==> src/rtl/usb_line_pkg.sv <==
// rtl/usb_line_pkg.sv - line-state constants and monitor FSM states
package usb_line_pkg;

    localparam logic [1:0] LS_J   = 2'b10;
    localparam logic [1:0] LS_K   = 2'b01;
    localparam logic [1:0] LS_SE0 = 2'b00;
    localparam logic [1:0] LS_SE1 = 2'b11;

    typedef enum logic [1:0] {
        ST_DETACHED,
        ST_CONNECTED,
        ST_RESET,
        ST_SUSPEND
    } line_fsm_t;

endpackage

==> src/rtl/usb_line_monitor_if.sv <==
// rtl/usb_line_monitor_if.sv - pin, attach and bus-event signals of the line monitor
interface usb_line_monitor_if;

    logic       usb_d_p;
    logic       usb_d_n;
    logic       connect_en;
    logic       usb_pullup;
    logic [1:0] line_state;
    logic       bus_reset;
    logic       in_reset;
    logic       suspend;
    logic       resume;

    modport master (
        input  usb_d_p, usb_d_n, connect_en,
        output usb_pullup, line_state, bus_reset, in_reset, suspend, resume
    );

    modport slave (
        output usb_d_p, usb_d_n, connect_en,
        input  usb_pullup, line_state, bus_reset, in_reset, suspend, resume
    );

endinterface

==> src/rtl/usb_line_filter.sv <==
// rtl/usb_line_filter.sv - D+/D- synchroniser and stability glitch filter
module usb_line_filter #(
    parameter int SYNC_STAGES   = 2,
    parameter int FILTER_CYCLES = 2
) (
    input  logic       sys_clk,
    input  logic       sys_rst,
    input  logic       usb_d_p,
    input  logic       usb_d_n,
    output logic [1:0] line_state
);
    import usb_line_pkg::*;

    localparam int            FW   = $clog2(FILTER_CYCLES + 1);
    localparam logic [FW:0]   FILT = (FW + 1)'(FILTER_CYCLES);

    logic [SYNC_STAGES-1:0] dp_sync;
    logic [SYNC_STAGES-1:0] dn_sync;
    logic [1:0]             synced;
    logic [1:0]             cand;
    logic [FW-1:0]          run;
    logic [FW:0]            run_next;

    assign synced = {dp_sync[SYNC_STAGES-1], dn_sync[SYNC_STAGES-1]};

    // run_next is the length of the identical-sample run including this cycle
    always_comb begin
        run_next = {{FW{1'b0}}, 1'b1};
        if (synced == cand) begin
            run_next = {1'b0, run} + {{FW{1'b0}}, 1'b1};
        end
    end

    always_ff @(posedge sys_clk) begin
        if (sys_rst) begin
            dp_sync    <= '1;
            dn_sync    <= '0;
            cand       <= LS_J;
            run        <= FILT[FW-1:0];
            line_state <= LS_J;
        end else begin
            dp_sync <= {dp_sync[SYNC_STAGES-2:0], usb_d_p};
            dn_sync <= {dn_sync[SYNC_STAGES-2:0], usb_d_n};
            cand    <= synced;
            run     <= (run_next >= FILT) ? FILT[FW-1:0] : run_next[FW-1:0];
            if (run_next >= FILT) begin
                line_state <= synced;
            end
        end
    end

endmodule

==> src/rtl/usb_line_monitor.sv <==
// rtl/usb_line_monitor.sv - attach control and bus reset/suspend/resume detection
module usb_line_monitor #(
    parameter int SYNC_STAGES    = 2,
    parameter int FILTER_CYCLES  = 2,
    parameter int CONNECT_CYCLES = 16000,
    parameter int RESET_CYCLES   = 40,
    parameter int SUSPEND_CYCLES = 48000
) (
    input  logic             sys_clk,
    input  logic             sys_rst,
    usb_line_monitor_if.master bus
);
    import usb_line_pkg::*;

    localparam int MAX_RS = (RESET_CYCLES > SUSPEND_CYCLES) ? RESET_CYCLES : SUSPEND_CYCLES;
    localparam int MAXC   = (CONNECT_CYCLES > MAX_RS) ? CONNECT_CYCLES : MAX_RS;
    localparam int CW     = $clog2(MAXC + 1);
    localparam logic [CW-1:0] CONNECT_N = CW'(CONNECT_CYCLES);
    localparam logic [CW-1:0] RESET_N   = CW'(RESET_CYCLES);
    localparam logic [CW-1:0] SUSPEND_N = CW'(SUSPEND_CYCLES);

    line_fsm_t     state, state_n;
    logic [CW-1:0] cnt, cnt_n, cnt_inc;
    logic [1:0]    ls, prev_ls;
    logic          pullup_q, bus_reset_q, in_reset_q, suspend_q, resume_q;
    logic          pullup_n, bus_reset_n, in_reset_n, suspend_n, resume_n;

    usb_line_filter #(
        .SYNC_STAGES  (SYNC_STAGES),
        .FILTER_CYCLES(FILTER_CYCLES)
    ) u_filter (
        .sys_clk   (sys_clk),
        .sys_rst   (sys_rst),
        .usb_d_p   (bus.usb_d_p),
        .usb_d_n   (bus.usb_d_n),
        .line_state(ls)
    );

    assign cnt_inc = (cnt == '1) ? cnt : cnt + CW'(1);

    always_comb begin
        state_n = state;
        cnt_n   = cnt;
        if (!bus.connect_en) begin
            state_n = ST_DETACHED;
            cnt_n   = '0;
        end else begin
            case (state)
                ST_DETACHED: begin
                    cnt_n = cnt_inc;
                    if (cnt_inc >= CONNECT_N) begin
                        state_n = ST_CONNECTED;
                        cnt_n   = '0;
                    end
                end
                ST_CONNECTED: begin
                    if (ls == LS_SE0 || ls == LS_J) begin
                        cnt_n = (ls == prev_ls) ? cnt_inc : CW'(1);
                        if (ls == LS_SE0 && cnt_n >= RESET_N) begin
                            state_n = ST_RESET;
                        end else if (ls == LS_J && cnt_n >= SUSPEND_N) begin
                            state_n = ST_SUSPEND;
                        end
                    end else begin
                        cnt_n = '0;
                    end
                end
                ST_RESET: begin
                    if (ls != LS_SE0) begin
                        state_n = ST_CONNECTED;
                        cnt_n   = '0;
                    end
                end
                ST_SUSPEND: begin
                    // leaving on SE0 counts that cycle toward a following bus reset
                    if (ls != LS_J) begin
                        state_n = ST_CONNECTED;
                        cnt_n   = (ls == LS_SE0) ? CW'(1) : '0;
                    end
                end
                default: begin
                    state_n = ST_DETACHED;
                    cnt_n   = '0;
                end
            endcase
        end

        pullup_n    = (state_n != ST_DETACHED);
        in_reset_n  = (state_n == ST_RESET);
        suspend_n   = (state_n == ST_SUSPEND);
        bus_reset_n = (state_n == ST_RESET) && (state != ST_RESET);
        resume_n    = (state == ST_SUSPEND) && (state_n == ST_CONNECTED);
    end

    always_ff @(posedge sys_clk) begin
        if (sys_rst) begin
            state       <= ST_DETACHED;
            cnt         <= '0;
            prev_ls     <= LS_J;
            pullup_q    <= 1'b0;
            bus_reset_q <= 1'b0;
            in_reset_q  <= 1'b0;
            suspend_q   <= 1'b0;
            resume_q    <= 1'b0;
        end else begin
            state       <= state_n;
            cnt         <= cnt_n;
            prev_ls     <= ls;
            pullup_q    <= pullup_n;
            bus_reset_q <= bus_reset_n;
            in_reset_q  <= in_reset_n;
            suspend_q   <= suspend_n;
            resume_q    <= resume_n;
        end
    end

    assign bus.usb_pullup = pullup_q;
    assign bus.line_state = ls;
    assign bus.bus_reset  = bus_reset_q;
    assign bus.in_reset   = in_reset_q;
    assign bus.suspend    = suspend_q;
    assign bus.resume     = resume_q;

endmodule

==> src/flat_wrapper.sv <==
// flat-port wrapper written by rule: the top's interface ports become plain ports
module usb_line_monitor_flat import usb_line_pkg::*;
#(
    parameter int SYNC_STAGES    = 2,
    parameter int FILTER_CYCLES  = 2,
    parameter int CONNECT_CYCLES = 16000,
    parameter int RESET_CYCLES   = 40,
    parameter int SUSPEND_CYCLES = 48000
)
  (sys_clk, sys_rst, bus_usb_d_p, bus_usb_d_n, bus_connect_en, bus_usb_pullup, bus_line_state, bus_bus_reset, bus_in_reset, bus_suspend, bus_resume);
  usb_line_monitor_if bus_i ();
  input  logic sys_clk;
  input  logic sys_rst;
  input wire logic [$bits(bus_i.usb_d_p)-1:0] bus_usb_d_p;
  input wire logic [$bits(bus_i.usb_d_n)-1:0] bus_usb_d_n;
  input wire logic [$bits(bus_i.connect_en)-1:0] bus_connect_en;
  output wire logic [$bits(bus_i.usb_pullup)-1:0] bus_usb_pullup;
  output wire logic [$bits(bus_i.line_state)-1:0] bus_line_state;
  output wire logic [$bits(bus_i.bus_reset)-1:0] bus_bus_reset;
  output wire logic [$bits(bus_i.in_reset)-1:0] bus_in_reset;
  output wire logic [$bits(bus_i.suspend)-1:0] bus_suspend;
  output wire logic [$bits(bus_i.resume)-1:0] bus_resume;
  assign bus_i.usb_d_p = bus_usb_d_p;
  assign bus_i.usb_d_n = bus_usb_d_n;
  assign bus_i.connect_en = bus_connect_en;
  assign bus_usb_pullup = bus_i.usb_pullup;
  assign bus_line_state = bus_i.line_state;
  assign bus_bus_reset = bus_i.bus_reset;
  assign bus_in_reset = bus_i.in_reset;
  assign bus_suspend = bus_i.suspend;
  assign bus_resume = bus_i.resume;
  usb_line_monitor #(.SYNC_STAGES(SYNC_STAGES), .FILTER_CYCLES(FILTER_CYCLES), .CONNECT_CYCLES(CONNECT_CYCLES), .RESET_CYCLES(RESET_CYCLES), .SUSPEND_CYCLES(SUSPEND_CYCLES)) u_core (.sys_clk(sys_clk), .sys_rst(sys_rst), .bus(bus_i));
endmodule
==> config.mk <==
export PLATFORM = sky130hd
export DESIGN_NAME = usb_line_monitor_flat
export DESIGN_NICKNAME = d
export VERILOG_FILES = /design/src/rtl/usb_line_pkg.sv /design/src/rtl/usb_line_monitor_if.sv /design/src/rtl/usb_line_filter.sv /design/src/rtl/usb_line_monitor.sv /design/src/flat_wrapper.sv
export SDC_FILE = /design/constraint.sdc
export NUM_CORES = 1
export LEC_CHECK = 0
export CAP_MARGIN = 20
export CORE_ASPECT_RATIO = 1.1
export CORE_UTILIZATION = 41
export CTS_BUF_LIST = sky130_fd_sc_hd__clkbuf_8
export CTS_CLUSTER_SIZE = 10
export DETAILED_ROUTE_END_ITERATION = 10
export DONT_BUFFER_PORTS = 1
export GPL_ROUTABILITY_DRIVEN = 0
export SLEW_MARGIN = 5
export SYNTH_ARGS = -nofsm -noshare
export SYNTH_HDL_FRONTEND = slang
export SYNTH_SLANG_ARGS = --single-unit
==> constraint.sdc <==
create_clock -name sys_clk -period 7.15 [get_ports sys_clk]
set_clock_uncertainty 0.15 [all_clocks]
set_input_delay 1.0725 -clock sys_clk [delete_from_list [all_inputs] [get_ports sys_clk]]
set_output_delay 1.0725 -clock sys_clk [all_outputs]
set_load 0.01 [all_outputs]
==> flow_metrics.env <==
export IMPL_max_stage_delay_ns=0.76
export IMPL_cts_post_setup_buffers_inserted=0
export IMPL_clockRootBuffer="sky130_fd_sc_hd__clkbuf_8"
export IMPL_flow_area_growth_from_synthesis_pct=5.02
export IMPL_nets_in_the_synthesized_netlist=263
export IMPL_worstPathRequired_ns=7.19
export IMPL_tightest_slew_ns=0.818
export IMPL_chipWidth_um=70.1
export IMPL_rrSetupSlack_ns=3.75
export IMPL_critical_path_cell_chain="ha_1, nand4_4, nor4_1, o21ai_1, o311a_4, o21a_1, a21o_1, a22o_1"
export IMPL_via_per_inst=5.81
export IMPL_crit_path_end_kind="register"
export IMPL_holdBufCountCts=0
export IMPL_place_worst_setup_slack_ns=3.76
export IMPL_async_reset_ff_frac=0
export IMPL_postLayoutSetupSlackWorst_ns=3.75
export IMPL_tritoncts_num_sinks=35
export IMPL_tritoncts="done"
export IMPL_layout_min_cycle_time_ns=3.40
export IMPL_power_density_nw_per_um2=186
export IMPL_fin_nets=254
export IMPL_grt_max_degree=14
export IMPL_grt_ovfl_total=0
export IMPL_r2r_end="u_core.cnt[6]"
export IMPL_layout_cells_most_common_list="sky130_fd_sc_hd__dfxtp_1 (35), sky130_fd_sc_hd__o21ai_0 (20), sky130_fd_sc_hd__nand2_1 (19)"
export IMPL_die_height_um=76.9
export IMPL_die_area_sq_um=5390
export IMPL_ioPinCount=12
export IMPL_commonest_non_fill_non_tap_cell_in_the_layout="sky130_fd_sc_hd__dfxtp_1"
export IMPL_detailed_place_hpwl_um=3330
export IMPL_post_synth_cell_area_avg_sq_um=8.17
export IMPL_cts_path_max_buffers=2
export IMPL_timing_critical_path_fanout_max=13
export IMPL_route_detailed_wl_per_inst_um=15.4
export IMPL_worstReg2RegStart="u_core.cnt[0]"
export IMPL_clkLatencyLatePin_ns=0.29
export IMPL_timing_final_crit_share=0.475
export IMPL_min_to="u_core.u_filter.dp_sync[1]"
export IMPL_drt_iter0_markers=128
export IMPL_rr_worst_depth=8
export IMPL_drv_slew=0
export IMPL_ys_ff_latch=35
export IMPL_ys_warnings_count=0
export IMPL_min_delay_start="u_core.u_filter.dp_sync[0]"
export IMPL_core_rowCount=26
export IMPL_relSlewSlack=0.450
export IMPL_grt_pass1_wl_um=7960
export IMPL_core_sq_um=4780
export IMPL_synth_lib_cells_used_distinct=54
export IMPL_first_global_vias=1662
export IMPL_slowest_stage="sky130_fd_sc_hd__nor4_1"
export IMPL_synth_seq_area_share=0.335
export IMPL_synth_ff_type="sky130_fd_sc_hd__dfxtp_1"
export IMPL_worst_setup_path_type="reg -> reg"
export IMPL_io_buffers=0
export IMPL_run_status="finished clean"
export IMPL_track_usage=0.184
export IMPL_drt_wl_total_um=4690
export IMPL_post_synth_main_area_contributors="sky130_fd_sc_hd__dfxtp_1 (33%), sky130_fd_sc_hd__o21ai_0 (4.8%), sky130_fd_sc_hd__a21oi_1 (4.1%), sky130_fd_sc_hd__nand2_1 (3.4%), sky130_fd_sc_hd__nor2_1 (3.1%)"
export IMPL_rsz0062_at_grt="no"
export IMPL_power_total_mw=0.408
export IMPL_timing_fmax_mhz=294
export IMPL_netlist_instances=256
export IMPL_hold_depth=1
export IMPL_post_route_drc_count=0
export IMPL_post_drt_antenna_nets=0
export IMPL_diodes=0
export IMPL_drt_pass_1_iters=4
export IMPL_routed_via_count=1767
export IMPL_cts_buffers=5
export IMPL_timing_critical_path_arrival_ns=3.44
export IMPL_hold_path_class="reg -> reg"
export IMPL_ctsHtreeMaxLevel=2
export IMPL_hold_viol=0
export IMPL_max_cap_violations=0
export IMPL_final_setup_viol_count=0
export IMPL_p_leak_nw=0.817
export IMPL_synth_area_leader_cell="sky130_fd_sc_hd__dfxtp_1"
export IMPL_synthesis_area_sq_um=2090
export IMPL_synth_edf_count=0
export IMPL_cts_repair_resized=0
export IMPL_setup_total_negative_slack_ns=0
export IMPL_stdcell_count=304
export IMPL_dpl_cell_count=296
export IMPL_start_util=0.437
export IMPL_number_of_antenna_violations_at_the_first_check_in_global_routing=0
export IMPL_worst_setup_path_start_kind="register"
export IMPL_drive_gt1_frac=0.145
export IMPL_clkTransAtPathRegs_ns=0.07
export IMPL_irDropWorstVdd_uv=111
export IMPL_area_share_of_the_largest_cell_type_after_synthesis=0.335
kinds of logic after synthesis:
| kind of cell | Yosys count | synth area share |
|---|---|---|
| flops | 35 | 0.335 |
| mux | 4 | 0.0215 |
| xor+xnor | 10 | 0.0419 |
| compound gates | 74 | 0.240 |
| buf+inv | 27 | 0.0568 |
| simple gates | 104 | 0.293 |
| fa+ha+maj | 2 | 0.0120 |
power by group:
group / internal [mW] / switching (mW)
registers: 0.201 / 0.00536
clock network: 0.104 / 0.0754
logic: 0.0113 / 0.0118
sequential cells by signal, summed over array words and instances, names as in the netlist, 2 cells and up:
register / cells
u_core.cnt: 16
u_core.prev_ls: 2
u_core.state: 2
u_core.u_filter.cand: 2
u_core.u_filter.dn_sync: 2
u_core.u_filter.dp_sync: 2
u_core.u_filter.line_state: 2
u_core.u_filter.run: 2
layer usage:
metal | share of wire | track usage | vias up
met3 | 0.035 | 0.0460 | 8
met1 | 0.48 | 0.244 | 820
li1 | - | - | 907
met5 | 0 | 0 | -
met2 | 0.47 | 0.288 | 32
met4 | 0.018 | 0.0680 | 0
cell usage after synthesis, drive strengths merged, types with 2 or more instances:
cell type and count:
a211oi 2, a21boi 2, a21o 6, a21oi 17, a221oi 3, a31oi 3
and3 3, buf 9, clkbuf 7, dfxtp 35, ha 2, inv 11
mux2 4, nand2 21, nand2b 2, nand3 10, nand4 10, nor2 17
nor2b 6, nor3 9, nor3b 2, nor4 6, o21a 3, o21ai 26
o22ai 2, or2 8, or3 7, xnor2 4, xor2 6
metrics by stage:
| step | hold slack (ns) | util | cell area (sq um) |
|---|---|---|---|
| after floorplan | 0.239 | - | 2090 |
| after global placement | 0.242 | 0.436 | 2080 |
| after detailed placement | 0.247 | 0.436 | 2080 |
| after CTS | 0.266 | 0.459 | 2200 |
| after global routing | 0.280 | 0.459 | 2200 |
| final | 0.262 | 0.459 | 2200 |
worst max-delay path: cells and delay by family, from the launching register on:
kind | cells | cell delay (ns)
compound gates | 5 | 1.35
fa+ha+maj | 1 | 0.36
flops | 1 | 0.48
simple gates | 2 | 0.97
worst max path at each step:
stage                  startpoint            end  cells past startpoint
floorplan           u_core.cnt[0]  u_core.cnt[6]                      9
CTS                 u_core.cnt[0]  u_core.cnt[6]                      8
detailed placement  u_core.cnt[0]  u_core.cnt[6]                      8
global route        u_core.cnt[0]  u_core.cnt[6]                      8
finish              u_core.cnt[0]  u_core.cnt[6]                      8
global placement    u_core.cnt[0]  u_core.cnt[6]                      8
layout make-up:
class,count,area [sq um]
tap,56,70.1
clock inverter,3,43.8
clock buffer,5,68.8
sequential,35,701
fill,474,2580
inverter,11,41.3
multi-input combinational,194,1270
Power figures use the tool's default switching activity.
